==> src/rtl/booth_pkg.sv <==
// Shared types and Booth digit encodings for the radix-4 Booth multiplier family.
package booth_pkg;

    typedef enum logic [1:0] {
        IDLE = 2'd0,
        CALC = 2'd1,
        DONE = 2'd2
    } state_t;

    // Digit selects packed as {neg, two, one}.
    localparam logic [2:0] PP_ZERO = 3'b000;
    localparam logic [2:0] PP_POS1 = 3'b001;
    localparam logic [2:0] PP_POS2 = 3'b010;
    localparam logic [2:0] PP_NEG1 = 3'b101;
    localparam logic [2:0] PP_NEG2 = 3'b110;

endpackage

==> src/rtl/booth_r4_seq_mult_if.sv <==
// Operand/result handshake bundle for the sequential Booth multiplier.
interface booth_r4_seq_mult_if #(
    parameter int WIDTH = 8
);
    logic                 start;
    logic [WIDTH-1:0]     a_in;
    logic [WIDTH-1:0]     b_in;
    logic                 sgn;
    logic                 busy;
    logic                 ready;
    logic [2*WIDTH-1:0]   out;
    logic                 get;

    modport master (
        output start, a_in, b_in, sgn, get,
        input  busy, ready, out
    );

    modport slave (
        input  start, a_in, b_in, sgn, get,
        output busy, ready, out
    );
endinterface

==> src/rtl/booth_r4_digit_enc.sv <==
// Radix-4 Booth digit encoder: maps a multiplier bit triplet onto neg/one/two selects.
module booth_r4_digit_enc
    import booth_pkg::*;
(
    input  logic [2:0] triplet,
    output logic       neg,
    output logic       one,
    output logic       two
);

    logic [2:0] sel;

    always_comb begin
        sel = PP_ZERO;
        case (triplet)
            3'b000, 3'b111: sel = PP_ZERO;
            3'b001, 3'b010: sel = PP_POS1;
            3'b011:         sel = PP_POS2;
            3'b100:         sel = PP_NEG2;
            3'b101, 3'b110: sel = PP_NEG1;
            default:        sel = PP_ZERO;
        endcase
    end

    assign neg = sel[2];
    assign two = sel[1];
    assign one = sel[0];

endmodule

==> src/rtl/booth_r4_seq_mult.sv <==
// Sequential radix-4 Booth multiplier: one digit per clock, signed or unsigned per operation,
// product held on out until the consumer acknowledges it with get.
module booth_r4_seq_mult
    import booth_pkg::*;
#(
    parameter int WIDTH = 8
)
(
    input logic               clk,
    input logic               rst,
    booth_r4_seq_mult_if.slave bus
);

    localparam int NDIG = WIDTH / 2;
    localparam int AW   = 2 * WIDTH + 4;
    localparam int PW   = WIDTH + 3;
    localparam int CW   = $clog2(NDIG + 2);

    if ((WIDTH < 4) || ((WIDTH % 2) != 0)) begin : g_width_check
        $error("booth_r4_seq_mult: WIDTH must be even and >= 4");
    end

    state_t               state;
    state_t               state_next;
    logic [WIDTH+1:0]     a_reg;
    logic [WIDTH+2:0]     b_reg;
    logic [AW-1:0]        acc;
    logic [AW-1:0]        acc_next;
    logic [CW-1:0]        dig_cnt;
    logic [CW-1:0]        n_iter;
    logic [2*WIDTH-1:0]   out_reg;
    logic [PW-1:0]        pp_mag;
    logic [PW-1:0]        pp;
    logic [AW-1:0]        pp_ext;
    logic                 neg;
    logic                 one;
    logic                 two;
    logic                 last_digit;
    logic                 busy;
    logic                 ready;

    booth_r4_digit_enc u_enc (
        .triplet (b_reg[2:0]),
        .neg     (neg),
        .one     (one),
        .two     (two)
    );

    // Partial product is formed in WIDTH+3 bits so that 2A never overflows before sign extension.
    always_comb begin
        pp_mag = '0;
        if (two) begin
            pp_mag = {a_reg, 1'b0};
        end else if (one) begin
            pp_mag = {a_reg[WIDTH+1], a_reg};
        end
        pp       = neg ? (~pp_mag + PW'(1)) : pp_mag;
        pp_ext   = {{(AW-PW){pp[PW-1]}}, pp};
        acc_next = acc + (pp_ext << {dig_cnt, 1'b0});
    end

    assign last_digit = (dig_cnt == (n_iter - CW'(1)));

    always_ff @(posedge clk or negedge rst) begin
        if (!rst) begin
            state <= IDLE;
        end else begin
            state <= state_next;
        end
    end

    always_comb begin
        state_next = state;
        case (state)
            IDLE:    if (bus.start) state_next = CALC;
            CALC:    if (last_digit) state_next = DONE;
            DONE:    if (bus.get)   state_next = IDLE;
            default: state_next = IDLE;
        endcase
    end

    always_comb begin
        busy  = (state == CALC);
        ready = (state == DONE);
    end

    // Unsigned operands need one extra digit so the zero-extended top bits are consumed.
    always_ff @(posedge clk or negedge rst) begin
        if (!rst) begin
            a_reg   <= '0;
            b_reg   <= '0;
            acc     <= '0;
            dig_cnt <= '0;
            n_iter  <= '0;
            out_reg <= '0;
        end else begin
            case (state)
                IDLE: begin
                    if (bus.start) begin
                        a_reg   <= bus.sgn ? {{2{bus.a_in[WIDTH-1]}}, bus.a_in}
                                           : {2'b00, bus.a_in};
                        b_reg   <= bus.sgn ? {{2{bus.b_in[WIDTH-1]}}, bus.b_in, 1'b0}
                                           : {2'b00, bus.b_in, 1'b0};
                        acc     <= '0;
                        dig_cnt <= '0;
                        n_iter  <= bus.sgn ? CW'(NDIG) : CW'(NDIG + 1);
                    end
                end
                CALC: begin
                    acc     <= acc_next;
                    b_reg   <= {{2{b_reg[WIDTH+2]}}, b_reg[WIDTH+2:2]};
                    dig_cnt <= dig_cnt + CW'(1);
                    if (last_digit) begin
                        out_reg <= acc_next[2*WIDTH-1:0];
                    end
                end
                default: ;
            endcase
        end
    end

    assign bus.busy  = busy;
    assign bus.ready = ready;
    assign bus.out   = out_reg;

endmodule

==> src/flat_wrapper.sv <==
// flat-port wrapper written by rule: the top's interface ports become plain ports
module booth_r4_seq_mult_flat import booth_pkg::*;
#(
    parameter int WIDTH = 8
)
  (clk, rst, bus_start, bus_a_in, bus_b_in, bus_sgn, bus_get, bus_busy, bus_ready, bus_out);
  booth_r4_seq_mult_if #(.WIDTH(WIDTH)) bus_i ();
  input logic clk;
  input logic rst;
  input wire logic [$bits(bus_i.start)-1:0] bus_start;
  input wire logic [$bits(bus_i.a_in)-1:0] bus_a_in;
  input wire logic [$bits(bus_i.b_in)-1:0] bus_b_in;
  input wire logic [$bits(bus_i.sgn)-1:0] bus_sgn;
  input wire logic [$bits(bus_i.get)-1:0] bus_get;
  output wire logic [$bits(bus_i.busy)-1:0] bus_busy;
  output wire logic [$bits(bus_i.ready)-1:0] bus_ready;
  output wire logic [$bits(bus_i.out)-1:0] bus_out;
  assign bus_i.start = bus_start;
  assign bus_i.a_in = bus_a_in;
  assign bus_i.b_in = bus_b_in;
  assign bus_i.sgn = bus_sgn;
  assign bus_i.get = bus_get;
  assign bus_busy = bus_i.busy;
  assign bus_ready = bus_i.ready;
  assign bus_out = bus_i.out;
  booth_r4_seq_mult #(.WIDTH(WIDTH)) u_core (.clk(clk), .rst(rst), .bus(bus_i));
endmodule
==> config.mk <==
export PLATFORM = sky130hd
export DESIGN_NAME = booth_r4_seq_mult_flat
export DESIGN_NICKNAME = d
export VERILOG_FILES = /design/src/rtl/booth_pkg.sv /design/src/rtl/booth_r4_seq_mult_if.sv /design/src/rtl/booth_r4_digit_enc.sv /design/src/rtl/booth_r4_seq_mult.sv /design/src/flat_wrapper.sv
export SDC_FILE = /design/constraint.sdc
export NUM_CORES = 1
export LEC_CHECK = 0
export ABC_AREA = 1
export CORE_MARGIN = 1
export CORE_UTILIZATION = 40
export DETAILED_ROUTE_END_ITERATION = 16
export PLACE_DENSITY = 0.61
export SYNTH_ARGS = -nofsm -noshare
export SYNTH_HDL_FRONTEND = slang
export SYNTH_SLANG_ARGS = --single-unit
==> constraint.sdc <==
create_clock -name clk -period 9 [get_ports clk]
set_input_delay 1.8 -clock clk [delete_from_list [all_inputs] [get_ports clk]]
set_output_delay 1.8 -clock clk [all_outputs]
set_load 0.05 [all_outputs]
==> out/metrics.csv, run 1 <==
metric,value,unit
min-delay src,u_core.bus.out[15],
Yosys cell types,36,
DIE AREA,0.00995,mm²
n_diodes,0,
Synth area leaders,"dfrtp_1, nand2_1, o21ai_0",
Resized cells post-CTS,0,
# fillers,963,
Initial Util,41.4,%
CTS tree,yes,
critical path type,register to register,
Critical R2R Launch,u_core.b_reg[0],
Setup TNS Final,0,ps
Via Count,3415,
Cells after Synth,514,
number of buffers created by CTS,9,
largest net degree at the start of global routing,60,
syn_area_per_cell,7.44,µm²
Slew HR,47.4,%
Main synth FF type,dfrtp_1,
share of layout cells above drive strength 1,7.99,%
Final setup viols,0,
clock transition at the registers of the reported paths,70,ps
clock sink count,59,
vias per cell,5.02,
"Seq/Total Area, Yosys",38.6,%
die height,99.8,µm
min cycle time layout,4080,ps
reg2reg setup slack,4920,ps
# nets final,588,
Root Driver,clkbuf_8,
yosys warns,0,
Hold Buf Count CTS,0,
ys async rst share,100,%
worst-margin pin slew,788,ps
Routed WL per cell,12.7,µm
synthesized area,0.00382,mm²
WHS,479,ps
DP Cell Count,666,
Post-CTS Setup Bufs,0,
DR pass1 iterations,4,
Synth Net Count,554,
first-pass GRT wire length,15200,µm
Final Wtd Congestion,0.849,
startpoint types,register,
Synth top cells by count,"nand2_1, dfrtp_1, o21ai_0",
H-tree depth,3,
GRT Util Overall,19.4,%
crit end category,register,
"Slew Viols, Final",0,
number of core rows,35,
Hold WC Path Type,register to register,
fmax,245,MHz
r2r endpoint,u_core.bus.out[14],
number of port buffers,38,
initial antenna violation count,0,
"antenna viol nets, final",0,
Hold Fails Final Rpt,0,
RSZ-0062 raised after global routing,false,
CP max FO,11,
Layout Cells excl Fill,680,
Area growth syn-to-layout,16.4,%
Yosys top cell area share,38.6,%
Worst Hold Endpoint,u_core.bus.out[15],
number of top-level pins,39,
post-DP HPWL,6260,µm
global route total overflow,0,
core region area,0.00924,mm²
hold depth,2,
Post-Layout Inst Area,0.00445,mm²
most frequent cell after synthesis,nand2_1,
CP required,9230,ps
final worst-path cycle share,45.3,%
worst-case clock buffer depth,2,
DP Area,0.00427,mm²
status,"complete, no violations",
vias in the first global route,3268,
DR iter-0 viols,185,
Synth Register Bits,59,
Worst EP arrival,4310,ps
storage element area,0.00148,mm²
max cap viols,0,
multi-input logic area,0.00204,mm²
number of synthesized flops with an enable pin,0,
residual DRC count,0,
clk_lat worst skew,340,ps
Worst Skew,10.8,ps
leading area contributor after synthesis,dfrtp_1,
Die Width,99.8,µm
WL final,8610,µm
cell count of the worst reg-to-reg path,20,
stage by stage:
stage | utilization (%) | setup slack (ps)
global placement | 46.2 | 4760
CTS | 48.2 | 4930
floorplan | - | 5550
global route | 48.2 | 4500
detailed placement | 46.2 | 4720
finish | 48.2 | 4920
cell families after synthesis:
group | share of synthesized area, %
multiplexers | 0.262
AO/OA/AOI/OAI | 15.1
flip-flops | 38.6
AND/OR/NAND/NOR | 28.0
adder cells (fa/ha/maj) | 6.41
buffers and inverters | 7.95
XOR/XNOR | 3.66
area by class of cell:
type,count,area share [%]
flip-flops and latches,59,33.2
repair buffers,41,8.94
multi-input cells,386,45.9
clock buffers,11,3.18
inverters,51,4.30
well taps,129,3.63
clock inverters,3,0.899
worst max-delay path by stage:
stage	from	end	slack, ps	cells past startpoint
finish	u_core.b_reg[0]	u_core.bus.out[14]	4920	20
global placement	bus_start	u_core.b_reg[7]	4760	8
detailed placement	bus_start	u_core.b_reg[6]	4720	8
global route	u_core.b_reg[0]	u_core.bus.out[14]	4500	25
CTS	u_core.b_reg[0]	u_core.bus.out[14]	4930	20
floorplan	u_core.b_reg[0]	u_core.acc[14]	5550	26
worst max-delay path, cell delays in order (launching register included):
cell and delay, ps:
dfrtp_1 390, ha_1 270, nor2_1 550, nand2_1 210, nand2_1 100, nand2_1 70
a31o_2 260, o21ai_0 260, nor2_1 80, ha_1 350, a21o_1 170, a21oi_1 210
o21ai_1 140, a21boi_1 220, o21ai_1 130, nand2_1 70, nand2_1 50, a21oi_1 190
nand2_1 100, nand3_1 90, nand2_1 60
layout by cell type, fill, tap and decap left out, drive strengths merged, types with 4 or more instances in the layout:
master / count
or2: 4
xnor2: 5
dfrtp: 59
a21oi: 23
o21ai: 63
a22oi: 4
buf: 4
nand2: 170
inv: 50
nor2: 29
clkbuf: 11
nand3: 39
ha: 18
xor2: 11
clkdlybuf4s50: 37
routing by layer:
metal	routed length, µm	vias to the layer above	track usage [%]
met1	4210	1583	25.1
met3	351	10	4.25
li1	-	1740	-
met4	112	0	7.13
met2	3930	82	31.9
met5	0	-	0
Power of run 1 is left out: the tool's default activity adds up to more than one toggle a clock period on the data nets, which glitch-free logic cannot reach.
==> run 2, diff against run 1 <==
- PLACE_DENSITY: 0.61 -> 0.63
- clock period: 9 -> 3.43 ns (I/O delays scaled with it)
==> run 2 against run 1 <==
Net effect:
- the flow now finishes with violations (setup timing)
- count of clock-buffer cells in the layout grew 1
- via count grew 11%
- final cell count grew 11%
- critical path depth grew 6
- wire length grew 19%
- first-iteration DRC count grew 24%
- fmax grew 11%
- die area is the same
==> out/metrics.csv, run 2 (synthesis gave the netlist of run 1 again) <==
metric,value,unit,change
# nets final,665,,was 588
critical path type,register to register,,unchanged
number of core rows,35,,unchanged
Worst EP arrival,3890,ps,was 4310 ps
n_diodes,0,,unchanged
"slowest stage cell, crit path",dfrtp_1,,was nor2_1
post-DP HPWL,6680,µm,was 6260 µm
share of layout cells above drive strength 1,31.5,%,was 7.99%
Initial Util,41.4,%,unchanged
startpoint types,register,,unchanged
crit end category,register,,unchanged
min cycle time layout,3660,ps,was 4080 ps
Root Driver,clkbuf_8,,unchanged
Hold Fails Final Rpt,0,,unchanged
DR pass1 iterations,5,,was 4
number of top-level pins,39,,unchanged
Critical R2R Launch,u_core.b_reg[1],,was u_core.b_reg[0]
largest net degree at the start of global routing,42,,was 60
Setup WS pre-CTS,-355,ps,was 4720 ps
worst-margin pin slew,945,ps,was 788 ps
max cap viols,0,,unchanged
Area growth syn-to-layout,42.6,%,was 16.4%
Crit. path cell count,26,,was 20
DIE AREA,0.00995,mm²,unchanged
vias per cell,5.03,,was 5.02
Worst Hold Endpoint,u_core.bus.out[11],,was u_core.bus.out[15]
hold depth,2,,unchanged
GRT Util Overall,21.1,%,was 19.4%
clock sink count,59,,unchanged
Setup TNS Final,-1080,ps,was 0 ps
CP required,3660,ps,was 9230 ps
Via Count,3807,,was 3415
"leading cell type in the layout, fill and taps excluded",nand2_1,,unchanged
CP dominant cell by count,nand2_1,,unchanged
residual DRC count,0,,unchanged
reg2reg setup slack,-230,ps,was 4920 ps
Final Wtd Congestion,0.887,,was 0.849
CP top delay family,compound AO/OA/AOI/OAI gates,,unchanged
DP Area,0.00469,mm²,was 0.00427 mm²
vias in the first global route,3716,,was 3268
die height,99.8,µm,unchanged
min-delay src,u_core.bus.out[11],,was u_core.bus.out[15]
fmax,273,MHz,was 245 MHz
Die Width,99.8,µm,unchanged
Hold WC Path Type,register to register,,unchanged
global route total overflow,0,,unchanged
DR iter-0 viols,230,,was 185
CP max stage delay,390,ps,was 550 ps
first-pass GRT wire length,16800,µm,was 15200 µm
clk_lat worst skew,340,ps,about the same
Slew HR,37.0,%,was 47.4%
clock transition at the registers of the reported paths,70,ps,about the same
cell count of the worst reg-to-reg path,26,,was 20
final worst slack,-234,ps,was 4920 ps
WL final,10300,µm,was 8610 µm
Post-Layout Inst Area,0.00545,mm²,was 0.00445 mm²
number of buffers created by CTS,9,,unchanged
"antenna viol nets, final",0,,unchanged
most frequent cells in the layout,"nand2_1, buf_4, dfrtp_1",,"was nand2_1, dfrtp_1, o21ai_0"
Routed WL per cell,13.6,µm,was 12.7 µm
RSZ-0062 raised after global routing,true,,was false
Final setup viols,11,,was 0
Hold Buf Count CTS,0,,unchanged
initial antenna violation count,0,,unchanged
CTS tree,yes,,unchanged
CP max FO,6,,was 11
number of port buffers,38,,unchanged
worst-case clock buffer depth,2,,unchanged
violated checks,setup timing,,
final worst-path cycle share,107,%,was 45.3%
status,"complete, but fails checks",,"was complete, no violations"
H-tree depth,3,,unchanged
r2r endpoint,u_core.bus.out[14],,unchanged
"Slew Viols, Final",0,,unchanged
Worst Path Buf+Inv,3,,was 0
core region area,0.00924,mm²,unchanged
Worst Skew,14.1,ps,was 10.8 ps
-- run 2: changes by cell type in the layout (fill, tap and decap cells not counted), moves of 7 or more --
cell and delta:
o21ai_0 -12, nand3_1 -8, o21ai_2 +9, nand2_1 -17, a21oi_1 -7, a21oi_2 +7, nand2_2 +15, buf_4 +75
-- run 2: worst reg2reg max path, delay by kind of cell, from the launching register on --
family | cells | cell delay (ps)
compound gates | 8 | 1290
simple gates | 13 | 1040
fa+ha+maj | 2 | 670
flops | 1 | 390
buf+inv | 3 | 190
-- run 2: repair_timing --
item	4_1_cts	5_1_grt
setup buffers	11	12
gates cloned	0	0
endpoints found under the setup margin	16	20
resized for setup	48	56
pin swaps	33	38
-- run 2: routing by layer --
| metal | wire length [µm] | GRT usage (%) | up-vias | part of all wire [%] |
|---|---|---|---|---|
| li1 | - | - | 1889 | - |
| met1 | 4470 | 26.6 | 1822 | 43 |
| met2 | 5220 | 36.8 | 80 | 51 |
| met3 | 414 | 3.48 | 16 | 4.0 |
| met4 | 172 | 7.13 | 0 | 1.7 |
| met5 | 0 | 0 | - | 0 |
-- run 2: per-stage QoR --
step	util, %	hold slack, ps	std cells
2_1_floorplan	-	390	514
6_report	59.0	481	757
5_1_grt	59.0	504	757
3_5_place_dp	50.7	466	721
3_3_place_gp	50.7	465	721
4_1_cts	55.3	485	745
-- run 2: worst max path at each step --
stage,startpoint,to,slack [ps]
after floorplan,u_core.b_reg[0],u_core.acc[14],3
after global placement,u_core.b_reg[0],u_core.bus.out[9],-270
after detailed placement,u_core.b_reg[0],u_core.acc[14],-350
after CTS,u_core.b_reg[1],u_core.bus.out[13],-40
after global routing,u_core.b_reg[1],u_core.acc[14],-400
final,u_core.b_reg[1],u_core.bus.out[14],-230
-- run 2: layout make-up --
cell class / count / area [µm²]
well taps: 129 / 161
repair buffers: 118 / 983
multi-input cells: 386 / 2440
fillers: 822 / 3790
inverters: 51 / 191
clock inverters: 2 / 35.0
clock buffers: 12 / 165
flip-flops and latches: 59 / 1480
Power of run 2 is left out for the same reason.
==> run 3, diff against run 2 <==
==> constraint.sdc (replaced) <==
create_clock -name clk -period 3.43 [get_ports clk]
set_input_delay 0.5145 -clock clk [delete_from_list [all_inputs] [get_ports clk]]
set_output_delay 0.5145 -clock clk [all_outputs]
set_load 0.05 [all_outputs]
==> run 3 against run 2 <==
Net effect:
- non-clock buffer count shrank 3
- critical path type unchanged
- count of clock-buffer cells in the layout shrank 2
- the flow still finishes with violations (setup timing)
- largest cell class unchanged
- core utilization is 0.34 points higher
- setup slack improved by 89 ps
- global-route usage is 0.58 points lower
==> out/metrics.csv, run 3 (synthesis gave the netlist of run 1 again) <==
metric,value,unit,change
RSZ-0062 raised after global routing,true,,unchanged
violated checks,setup timing,,unchanged
met1 usage in global routing,27.0,%,was 26.6%
"antenna viol nets, final",0,,unchanged
"leading cell type in the layout, fill and taps excluded",nand2_1,,unchanged
Routed WL per cell,13.4,µm,was 13.6 µm
clock transition at the registers of the reported paths,80,ps,was 70 ps
DP Cell Count,719,,was 721
beginning of the critical path,u_core.b_reg[2],,was u_core.b_reg[1]
Worst Skew,10.2,ps,was 14.1 ps
"Slew Viols, Final",0,,unchanged
initial antenna violation count,0,,unchanged
Final setup viols,9,,was 11
core region area,0.00924,mm²,unchanged
final worst slack,-145,ps,was -234 ps
Layout Cells excl Fill,755,,was 757
max cap viols,0,,unchanged
Setup WS pre-CTS,-307,ps,was -355 ps
number of top-level pins,39,,unchanged
Slew HR,40.3,%,was 37.0%
crit end category,register,,unchanged
largest net degree at the start of global routing,39,,was 42
GRT Util Overall,20.5,%,was 21.1%
DR pass1 iterations,5,,unchanged
critical path type,register to register,,unchanged
Setup TNS Final,-773,ps,was -1080 ps
clk_lat worst skew,350,ps,was 340 ps
Area growth syn-to-layout,43.4,%,was 42.6%
CP required,3670,ps,was 3660 ps
share of layout cells above drive strength 1,33.2,%,was 31.5%
multi-input logic area,0.00250,mm²,was 0.00244 mm²
Via Count,3780,,was 3807
Final Wtd Congestion,0.893,,was 0.887
clock sink count,59,,unchanged
n_diodes,0,,unchanged
met2 Track Usage GR,33.7,%,was 36.8%
number of port buffers,38,,unchanged
WL final,10100,µm,was 10300 µm
storage element area,0.00148,mm²,about the same
# fillers,812,,was 822
# nets final,662,,was 665
status,"complete, but fails checks",,unchanged
startpoint types,register,,unchanged
H-tree depth,3,,unchanged
Die Width,99.8,µm,unchanged
CTS tree,yes,,unchanged
DR iter-0 viols,215,,was 230
Worst EP arrival,3820,ps,was 3890 ps
vias in the first global route,3499,,was 3716
CP max FO,6,,unchanged
number of buffers created by CTS,9,,unchanged
most frequent cells in the layout,"nand2_1, buf_4, dfrtp_1",,unchanged
post-DP HPWL,6650,µm,was 6680 µm
final worst-path cycle share,104,%,was 107%
Hold WC Path Type,input port to async pin,,was register to register
worst-case clock buffer depth,2,,unchanged
residual DRC count,0,,unchanged
DIE AREA,0.00995,mm²,unchanged
worst-margin pin slew,895,ps,was 945 ps
die height,99.8,µm,unchanged
Hold Fails Final Rpt,0,,unchanged
Critical R2R Launch,u_core.b_reg[2],,was u_core.b_reg[1]
global route total overflow,0,,unchanged
GRT busiest layer,met2,,unchanged
vias per cell,5.01,,was 5.03
Root Driver,clkbuf_8,,unchanged
Initial Util,41.4,%,unchanged
min cycle time layout,3580,ps,was 3660 ps
met3 Use GR,3.27,%,was 3.48%
first-pass GRT wire length,16000,µm,was 16800 µm
fmax,280,MHz,was 273 MHz
number of core rows,35,,unchanged
-- run 3: cell types whose count changed in the layout (fill, tap and decap cells not counted), sizes merged --
cell    delta
clkbuf     -2
buf        -3
clkinv     +3
-- run 3: cell type report --
| class | instances | share of cell area (%) |
|---|---|---|
| repair buffers | 115 | 17.6 |
| flip-flops and latches | 59 | 26.9 |
| multi-input cells | 386 | 45.6 |
| inverters | 51 | 3.49 |
| well taps | 129 | 2.94 |
| clock inverters | 5 | 0.981 |
| clock buffers | 10 | 2.51 |
-- run 3: worst max-delay path, stage by stage (launching register included) --
cell and delay, ps:
dfrtp_1 530, inv_2 110, nand2_4 130, nand2_4 100, nand2_1 80, nand2_2 80
nor2_2 130, nand2_2 70, nand2_2 110, nand2_2 60, nand2_2 70, buf_4 100
nand3_1 120, nand3_2 130, nand2_1 70, nor2_1 180, ha_1 330, a21oi_2 190
o21ai_2 90, a21boi_2 180, o21ai_2 70, nand2_1 80, nand2_2 60, a21oi_2 160
nand2_1 90, nand3_1 80, nand2_1 50
-- run 3: stage by stage --
step	area (µm²)	utilization (%)	hold WS [ps]
after floorplan	3830	-	219
after global placement	4670	50.6	464
after detailed placement	4670	50.6	471
after CTS	5070	54.9	324
after global routing	5480	59.4	365
final	5480	59.4	288
-- run 3: repair_timing --
item | in CTS | in global routing
cloned | 0 | 0
endpoints found under the setup margin | 16 | 19
buffers inserted | 13 | 12
pin swaps | 15 | 35
hold buffers | 0 | 0
resized for setup | 36 | 88
-- run 3: per-layer routing --
metal	vias to the layer above	wire length, µm
met5	-	0
li1	1887	-
met2	96	4940
met3	22	357
met4	0	233
met1	1775	4560
-- run 3: path summary, 6_finish.rpt --
check / endpoint / slack, ps / cells past startpoint
worst min-delay path: u_core.a_reg[3] / 290 / 1
worst max-delay path: u_core.bus.out[14] / -150 / 26
worst min register to register: u_core.bus.out[6] / 480 / 2
max in group asynchronous: u_core.b_reg[5] / 2310 / 2
min in group clk: u_core.bus.out[6] / 480 / 2
worst max register to register: u_core.bus.out[14] / -150 / 26
Power of run 3 is left out for the same reason.
